**src/rtl/watch_ctrl_unit_if.sv**
```systemverilog
// Button/mode inputs and counter-chain control outputs of the watch control unit.
// The master side is the button source; the slave side is the control unit.
interface watch_ctrl_unit_if;
    logic       sw_mode;
    logic       btn_l;
    logic       btn_r;
    logic       btn_u;
    logic       o_sw_tick;
    logic       o_sw_clear;
    logic       o_sw_running;
    logic       o_wt_tick;
    logic       o_inc_sec;
    logic       o_inc_min;
    logic       o_inc_hour;
    logic       o_edit;
    logic [1:0] o_field;

    modport master (
        output sw_mode, btn_l, btn_r, btn_u,
        input  o_sw_tick, o_sw_clear, o_sw_running, o_wt_tick,
        input  o_inc_sec, o_inc_min, o_inc_hour, o_edit, o_field
    );

    modport slave (
        input  sw_mode, btn_l, btn_r, btn_u,
        output o_sw_tick, o_sw_clear, o_sw_running, o_wt_tick,
        output o_inc_sec, o_inc_min, o_inc_hour, o_edit, o_field
    );
endinterface

```
**src/rtl/watch_ctrl_unit.sv**
```systemverilog
// Control unit for the stopwatch and watch counter chains: shared tick prescaler,
// stopwatch run/stop/clear FSM, watch time-set FSM and button edge detection.
module watch_ctrl_unit #(
    parameter int CLK_HZ  = 100_000_000,
    parameter int TICK_HZ = 100
) (
    input logic              clk,
    input logic              reset,
    watch_ctrl_unit_if.slave bus
);
    localparam int DIV   = CLK_HZ / TICK_HZ;
    localparam int CNT_W = (DIV > 1) ? $clog2(DIV) : 1;
    localparam logic [CNT_W-1:0] CNT_LAST = CNT_W'(DIV - 1);

    localparam logic [1:0] FIELD_SEC  = 2'd0;
    localparam logic [1:0] FIELD_MIN  = 2'd1;
    localparam logic [1:0] FIELD_HOUR = 2'd2;

    typedef enum logic [1:0] {
        SW_STOP  = 2'd0,
        SW_RUN   = 2'd1,
        SW_CLEAR = 2'd2
    } swState_t;

    typedef enum logic {
        W_RUN  = 1'b0,
        W_EDIT = 1'b1
    } wtState_t;

    logic [CNT_W-1:0] r_count;
    logic             r_prevL;
    logic             r_prevR;
    logic             r_prevU;
    logic             r_swTick;
    logic             r_wtTick;
    swState_t         r_swState;
    swState_t         w_swNext;
    wtState_t         r_wtState;
    wtState_t         w_wtNext;
    logic [1:0]       r_field;
    logic [1:0]       w_fieldNext;
    logic [2:0]       r_inc;
    logic [2:0]       w_incNext;

    logic w_term;
    logic w_edgeL;
    logic w_edgeR;
    logic w_edgeU;
    logic w_swL;
    logic w_swR;
    logic w_wtL;
    logic w_wtR;
    logic w_wtU;

    assign w_term  = (r_count == CNT_LAST);
    assign w_edgeL = bus.btn_l & ~r_prevL;
    assign w_edgeR = bus.btn_r & ~r_prevR;
    assign w_edgeU = bus.btn_u & ~r_prevU;

    // Edges are steered to one FSM only; the other mode's edges are dropped.
    assign w_swL = w_edgeL & ~bus.sw_mode;
    assign w_swR = w_edgeR & ~bus.sw_mode;
    assign w_wtL = w_edgeL &  bus.sw_mode;
    assign w_wtR = w_edgeR &  bus.sw_mode;
    assign w_wtU = w_edgeU &  bus.sw_mode;

    // Samples reset high so a button held through reset release is not an edge.
    always_ff @(posedge clk or negedge reset) begin
        if (!reset) begin
            r_count  <= '0;
            r_prevL  <= 1'b1;
            r_prevR  <= 1'b1;
            r_prevU  <= 1'b1;
            r_swTick <= 1'b0;
            r_wtTick <= 1'b0;
        end else begin
            r_count  <= w_term ? '0 : r_count + CNT_W'(1);
            r_prevL  <= bus.btn_l;
            r_prevR  <= bus.btn_r;
            r_prevU  <= bus.btn_u;
            r_swTick <= w_term && (r_swState == SW_RUN);
            r_wtTick <= w_term && (r_wtState == W_RUN);
        end
    end

    always_ff @(posedge clk or negedge reset) begin
        if (!reset) begin
            r_swState <= SW_STOP;
        end else begin
            r_swState <= w_swNext;
        end
    end

    always_comb begin
        w_swNext = r_swState;
        case (r_swState)
            SW_STOP: begin
                if (w_swR) begin
                    w_swNext = SW_CLEAR;
                end else if (w_swL) begin
                    w_swNext = SW_RUN;
                end
            end
            SW_RUN: begin
                if (w_swL) begin
                    w_swNext = SW_STOP;
                end
            end
            default: w_swNext = SW_STOP;
        endcase
    end

    always_comb begin
        bus.o_sw_running = (r_swState == SW_RUN);
        bus.o_sw_clear   = (r_swState == SW_CLEAR);
        bus.o_sw_tick    = r_swTick;
    end

    always_ff @(posedge clk or negedge reset) begin
        if (!reset) begin
            r_wtState <= W_RUN;
            r_field   <= FIELD_SEC;
            r_inc     <= 3'b000;
        end else begin
            r_wtState <= w_wtNext;
            r_field   <= w_fieldNext;
            r_inc     <= w_incNext;
        end
    end

    // The increment targets the field as it was before any same-cycle advance.
    always_comb begin
        w_wtNext    = r_wtState;
        w_fieldNext = r_field;
        w_incNext   = 3'b000;
        case (r_wtState)
            W_RUN: begin
                if (w_wtL) begin
                    w_wtNext    = W_EDIT;
                    w_fieldNext = FIELD_SEC;
                end
            end
            W_EDIT: begin
                if (w_wtL) begin
                    w_wtNext    = W_RUN;
                    w_fieldNext = FIELD_SEC;
                end else begin
                    if (w_wtU) begin
                        case (r_field)
                            FIELD_MIN:  w_incNext = 3'b010;
                            FIELD_HOUR: w_incNext = 3'b100;
                            default:    w_incNext = 3'b001;
                        endcase
                    end
                    if (w_wtR) begin
                        case (r_field)
                            FIELD_SEC: w_fieldNext = FIELD_MIN;
                            FIELD_MIN: w_fieldNext = FIELD_HOUR;
                            default:   w_fieldNext = FIELD_SEC;
                        endcase
                    end
                end
            end
            default: begin
                w_wtNext    = W_RUN;
                w_fieldNext = FIELD_SEC;
            end
        endcase
    end

    always_comb begin
        bus.o_wt_tick  = r_wtTick;
        bus.o_edit     = (r_wtState == W_EDIT);
        bus.o_field    = r_field;
        bus.o_inc_sec  = r_inc[0];
        bus.o_inc_min  = r_inc[1];
        bus.o_inc_hour = r_inc[2];
    end
endmodule

```
**src/flat_wrapper.sv**
```systemverilog
// flat-port wrapper written by rule: the top's interface ports become plain ports
module watch_ctrl_unit_flat 
#(
    parameter int CLK_HZ  = 100_000_000,
    parameter int TICK_HZ = 100
)
  (clk, reset, bus_sw_mode, bus_btn_l, bus_btn_r, bus_btn_u, bus_o_sw_tick, bus_o_sw_clear, bus_o_sw_running, bus_o_wt_tick, bus_o_inc_sec, bus_o_inc_min, bus_o_inc_hour, bus_o_edit, bus_o_field);
  watch_ctrl_unit_if bus_i ();
  input logic clk;
  input logic reset;
  input wire logic [$bits(bus_i.sw_mode)-1:0] bus_sw_mode;
  input wire logic [$bits(bus_i.btn_l)-1:0] bus_btn_l;
  input wire logic [$bits(bus_i.btn_r)-1:0] bus_btn_r;
  input wire logic [$bits(bus_i.btn_u)-1:0] bus_btn_u;
  output wire logic [$bits(bus_i.o_sw_tick)-1:0] bus_o_sw_tick;
  output wire logic [$bits(bus_i.o_sw_clear)-1:0] bus_o_sw_clear;
  output wire logic [$bits(bus_i.o_sw_running)-1:0] bus_o_sw_running;
  output wire logic [$bits(bus_i.o_wt_tick)-1:0] bus_o_wt_tick;
  output wire logic [$bits(bus_i.o_inc_sec)-1:0] bus_o_inc_sec;
  output wire logic [$bits(bus_i.o_inc_min)-1:0] bus_o_inc_min;
  output wire logic [$bits(bus_i.o_inc_hour)-1:0] bus_o_inc_hour;
  output wire logic [$bits(bus_i.o_edit)-1:0] bus_o_edit;
  output wire logic [$bits(bus_i.o_field)-1:0] bus_o_field;
  assign bus_i.sw_mode = bus_sw_mode;
  assign bus_i.btn_l = bus_btn_l;
  assign bus_i.btn_r = bus_btn_r;
  assign bus_i.btn_u = bus_btn_u;
  assign bus_o_sw_tick = bus_i.o_sw_tick;
  assign bus_o_sw_clear = bus_i.o_sw_clear;
  assign bus_o_sw_running = bus_i.o_sw_running;
  assign bus_o_wt_tick = bus_i.o_wt_tick;
  assign bus_o_inc_sec = bus_i.o_inc_sec;
  assign bus_o_inc_min = bus_i.o_inc_min;
  assign bus_o_inc_hour = bus_i.o_inc_hour;
  assign bus_o_edit = bus_i.o_edit;
  assign bus_o_field = bus_i.o_field;
  watch_ctrl_unit #(.CLK_HZ(CLK_HZ), .TICK_HZ(TICK_HZ)) u_core (.clk(clk), .reset(reset), .bus(bus_i));
endmodule
```
**config.mk**
```make
export PLATFORM = sky130hd
export DESIGN_NAME = watch_ctrl_unit_flat
export DESIGN_NICKNAME = d
export VERILOG_FILES = /design/src/rtl/watch_ctrl_unit_if.sv /design/src/rtl/watch_ctrl_unit.sv /design/src/flat_wrapper.sv
export SDC_FILE = /design/constraint.sdc
export NUM_CORES = 1
export LEC_CHECK = 0
export CORE_MARGIN = 2
export CORE_UTILIZATION = 35
export CTS_CLUSTER_DIAMETER = 100
export CTS_CLUSTER_SIZE = 20
export DETAILED_ROUTE_END_ITERATION = 8
export PLACE_DENSITY = 0.57
export SLEW_MARGIN = 40
export SYNTH_ARGS = -nofsm -noshare
export SYNTH_HDL_FRONTEND = slang
export SYNTH_SLANG_ARGS = --single-unit
```
**constraint.sdc**
```tcl
create_clock -name clk -period 2.2 [get_ports clk]
set_clock_uncertainty 0.2 [all_clocks]
set_input_delay 0.44 -clock clk [delete_from_list [all_inputs] [get_ports clk]]
set_output_delay 0.44 -clock clk [all_outputs]
set_load 0.01 [all_outputs]
```
==> results.json <==
{
  "status": "completed",
  "timing.final.hold_violations": 0,
  "drt-pass1-iter-count": 4,
  "clk-insertion-delay-late_ps": 280,
  "tns_ps": 0,
  "rows": 23,
  "io_buffers": 15,
  "vias": 1016,
  "cts_buffers": 5,
  "area_delta_synth_final_pct": 19.52,
  "min_to": "u_core.r_swState[0]$_DFFE_PN0P_",
  "wl_per_cell_um": 13.50,
  "async_flop_share": 1.000,
  "drc": 0,
  "rsz0062_at_grt": "no",
  "crit_arrival_ps": 1390,
  "dp_hpwl_um": 1984,
  "drive_gt1_frac": 0.1242,
  "cts_tree": "built",
  "pwr-share-comb": 0.136,
  "hold_path_class": "reg2reg",
  "cellLeakagePower_uw": 0.0008131,
  "r2r_cells": 5,
  "seq_area_um2": 829.5,
  "ant_nets": 0,
  "drtIter0Drc": 68,
  "antenna_found_initial": 0,
  "drv_cap": 0,
  "clockBufferDepth": 2,
  "synth_cells": 130,
  "die_w_um": 69.88,
  "hp-start": "u_core.r_swState[1]$_DFFE_PN0P_",
  "met2_length_um": 1301,
  "start_util": 0.3717,
  "clock-sinks": 33,
  "wl_um": 2740,
  "io_pins": 16,
  "crit_type": "reg2out",
  "pwr-share-seq": 0.535,
  "yosysUniqueCellTypes": 34,
  "synth_fp_nets": 140,
  "clockRootBuffer": "clkbuf_8",
  "p_clk_frac": 0.328,
  "maxSlewViolCount": 0,
  "worstHoldPathCells": 1,
  "critical_path.max_fanout": 5,
  "die_height_um": 69.88,
  "core_area_um2": 4086,
  "yosys_warnings": 0,
  "p_per_area_nw_per_um2": 700.3,
  "fin_crit_sh": 0.9225,
  "clkSlewWorstSetupHoldPaths_ps": 60,
  "r2r_slack_ps": 180,
  "multi_input_area_um2": 663.1,
  "wl_met3_um": 105,
  "worst_setup_path_start_kind": "register",
  "grt_max_degree": 34,
  "nFillCells": 396,
  "htree_num_levels": 2,
  "final_nets": 162,
  "yosysMostFrequentCell": "dfrtp_1",
  "syn_area_per_cell_um2": 11.68,
  "switchingPower_uw": 309.7,
  "cts.repair.resized": 0,
  "synth_edf_count": 0,
  "syn-cell-area_um2": 1519,
  "cell_internal_pwr_uw": 961.6,
  "tightestPinTransition_ps": 397.5,
  "finalNonFillerCells": 203,
  "netlist.area_leader.share": 0.4942,
  "ys_seq_elements": 33,
  "whs_ps": 275.6,
  "gp_congestion": 0.7325,
  "post-cts-setup-buffers": 0,
  "max_freq_mhz": 492.7,
  "cts_hold_buffers": 0,
  "cp-end-kind": "primary output",
  "setup_viol": 0,
  "synth_ff_type": "dfrtp_1",
  "swShare": 0.2436,
  "grt_pass1_vias": 1074,
  "finalCriticalPeriod_ps": 2029,
  "required_ps": 1560,
  "diodes": 0,
  "die_area_um2": 4883,
  "synth_top_area_cell": "dfrtp_1",
  "grt_pass1_wl_um": 4954,
  "grt_overflow": 0,
  "viasPerCell": 5.005,
  "synth_common_cells": "dfrtp_1, nor2_1, xnor2_1",
  "peakVddDrop_uv": 455.7,
  "drt-met1-wl_um": 1253,
  "synth_seq_area_share": 0.5461,
  "netlist_top_cells_area": "dfrtp_1, dfstp_2, xnor2_1, xor2_1, nor2_1",
  "r2r_end": "u_core.bus.o_sw_tick$_DFF_PN0_",
  "grt.total_usage": 0.1304,
  "slew_headroom": 0.7350,
  "route.top_layer_used": "met4",
  "place_inst": 195,
  "r2r-start": "u_core.r_count[0]$_DFF_PN0_"
}
## worst max-delay path: stages, from the launching register on
cell	delay (ps)
dfrtp_1	400
nor2b_1	170
clkdlybuf4s50_1	550
## worst max-delay path by stage
stage	from	end	slack, ps	depth (start not counted)
floorplan	u_core.r_count[0]$_DFF_PN0_	u_core.bus.o_sw_tick$_DFF_PN0_	420	5
global placement	u_core.r_count[0]$_DFF_PN0_	u_core.bus.o_sw_tick$_DFF_PN0_	270	5
detailed placement	u_core.r_count[0]$_DFF_PN0_	u_core.bus.o_sw_tick$_DFF_PN0_	200	5
CTS	u_core.r_swState[0]$_DFFE_PN0P_	bus_o_sw_running	140	2
global route	u_core.r_count[0]$_DFF_PN0_	u_core.r_count[18]$_DFF_PN0_	40	5
finish	u_core.r_swState[0]$_DFFE_PN0P_	bus_o_sw_running	170	2
## layout by cell type (no fill, tap or decap)
| cell type | Yosys | layout |
|---|---|---|
| nor4_1 | 4 | 4 |
| nor2_4 | 1 | 1 |
| o21ai_1 | 1 | 1 |
| a2111oi_2 | 2 | 2 |
| or3_1 | 1 | 1 |
| o22ai_1 | 1 | 1 |
| clkdlybuf4s50_1 | 0 | 15 |
| clkbuf_8 | 0 | 5 |
| dfstp_2 | 3 | 3 |
| buf_4 | 0 | 1 |
| nand4b_1 | 2 | 2 |
| and4_1 | 1 | 1 |
| nand3_2 | 1 | 1 |
| nand4_4 | 1 | 1 |
| xor2_1 | 7 | 7 |
| nor2_1 | 15 | 15 |
| nand4_1 | 3 | 3 |
| nor2b_1 | 4 | 4 |
| a21oi_1 | 1 | 1 |
| nand4_2 | 1 | 1 |
| clkbuf_1 | 1 | 3 |
| xnor2_1 | 8 | 8 |
| mux2i_1 | 2 | 2 |
| ha_1 | 4 | 4 |
| o21ai_0 | 1 | 1 |
| and2_1 | 4 | 4 |
| dfrtp_1 | 30 | 30 |
| nor2_2 | 1 | 1 |
| nor4_4 | 2 | 2 |
| nand2_1 | 4 | 4 |
| or3b_2 | 1 | 1 |
| and3b_1 | 1 | 1 |
| nor4b_1 | 2 | 2 |
| inv_1 | 6 | 6 |
| and3_1 | 3 | 3 |
| nor3_1 | 7 | 7 |
| nand3_1 | 4 | 4 |
## sequential cells by signal (all words and copies together) (netlist names)
register,count
u_core.r_prevL,1
u_core.r_prevU,1
u_core.bus.o_wt_tick,1
u_core.r_inc,3
u_core.r_prevR,1
u_core.bus.o_field,2
u_core.bus.o_edit,1
u_core.r_swState,2
u_core.r_count,20
u_core.bus.o_sw_tick,1
## stage by stage
| step | total power, uW | util | instance area (um^2) | setup WS [ps] |
|---|---|---|---|---|
| 2_1_floorplan | 760.1 | - | 1519 | 417.2 |
| 3_3_place_gp | 862.9 | 0.4247 | 1735 | 271.7 |
| 3_5_place_dp | 868.0 | 0.4247 | 1735 | 197.3 |
| 4_1_cts | 1300 | 0.4443 | 1815 | 142.9 |
| 5_1_grt | 1348 | 0.4443 | 1815 | 36.76 |
| 6_report | 1271 | 0.4443 | 1815 | 170.5 |
## layer usage
metal	vias up	global-route usage
li1	499	-
met1	494	0.1592
met2	17	0.1958
met3	6	0.04185
met4	0	0.08761
met5	-	0
## final cells by class
type / count / share of cell area
inverter: 6 / 0.01241
timing repair buffer: 16 / 0.08684
sequential: 33 / 0.4569
clock buffer: 8 / 0.04411
multi-input combinational: 90 / 0.3653
tap: 50 / 0.03446
## power by group through the flow
stage / clock network (uW) / registers [uW] / logic (uW)
floorplan: 0 / 695 / 64.9
detailed placement: 0 / 690 / 178
CTS: 441 / 681 / 179
global route: 465 / 687 / 197
finish: 417 / 680 / 173
global placement: 0 / 690 / 173
## cells by family after synthesis
| kind of cell | synth area share |
|---|---|
| compound gates | 0.03377 |
| xor+xnor | 0.08649 |
| fa+ha+maj | 0.03295 |
| buf+inv | 0.01729 |
| flops | 0.5461 |
| mux | 0.01318 |
| simple gates | 0.2702 |
Power figures use the tool's default switching activity.
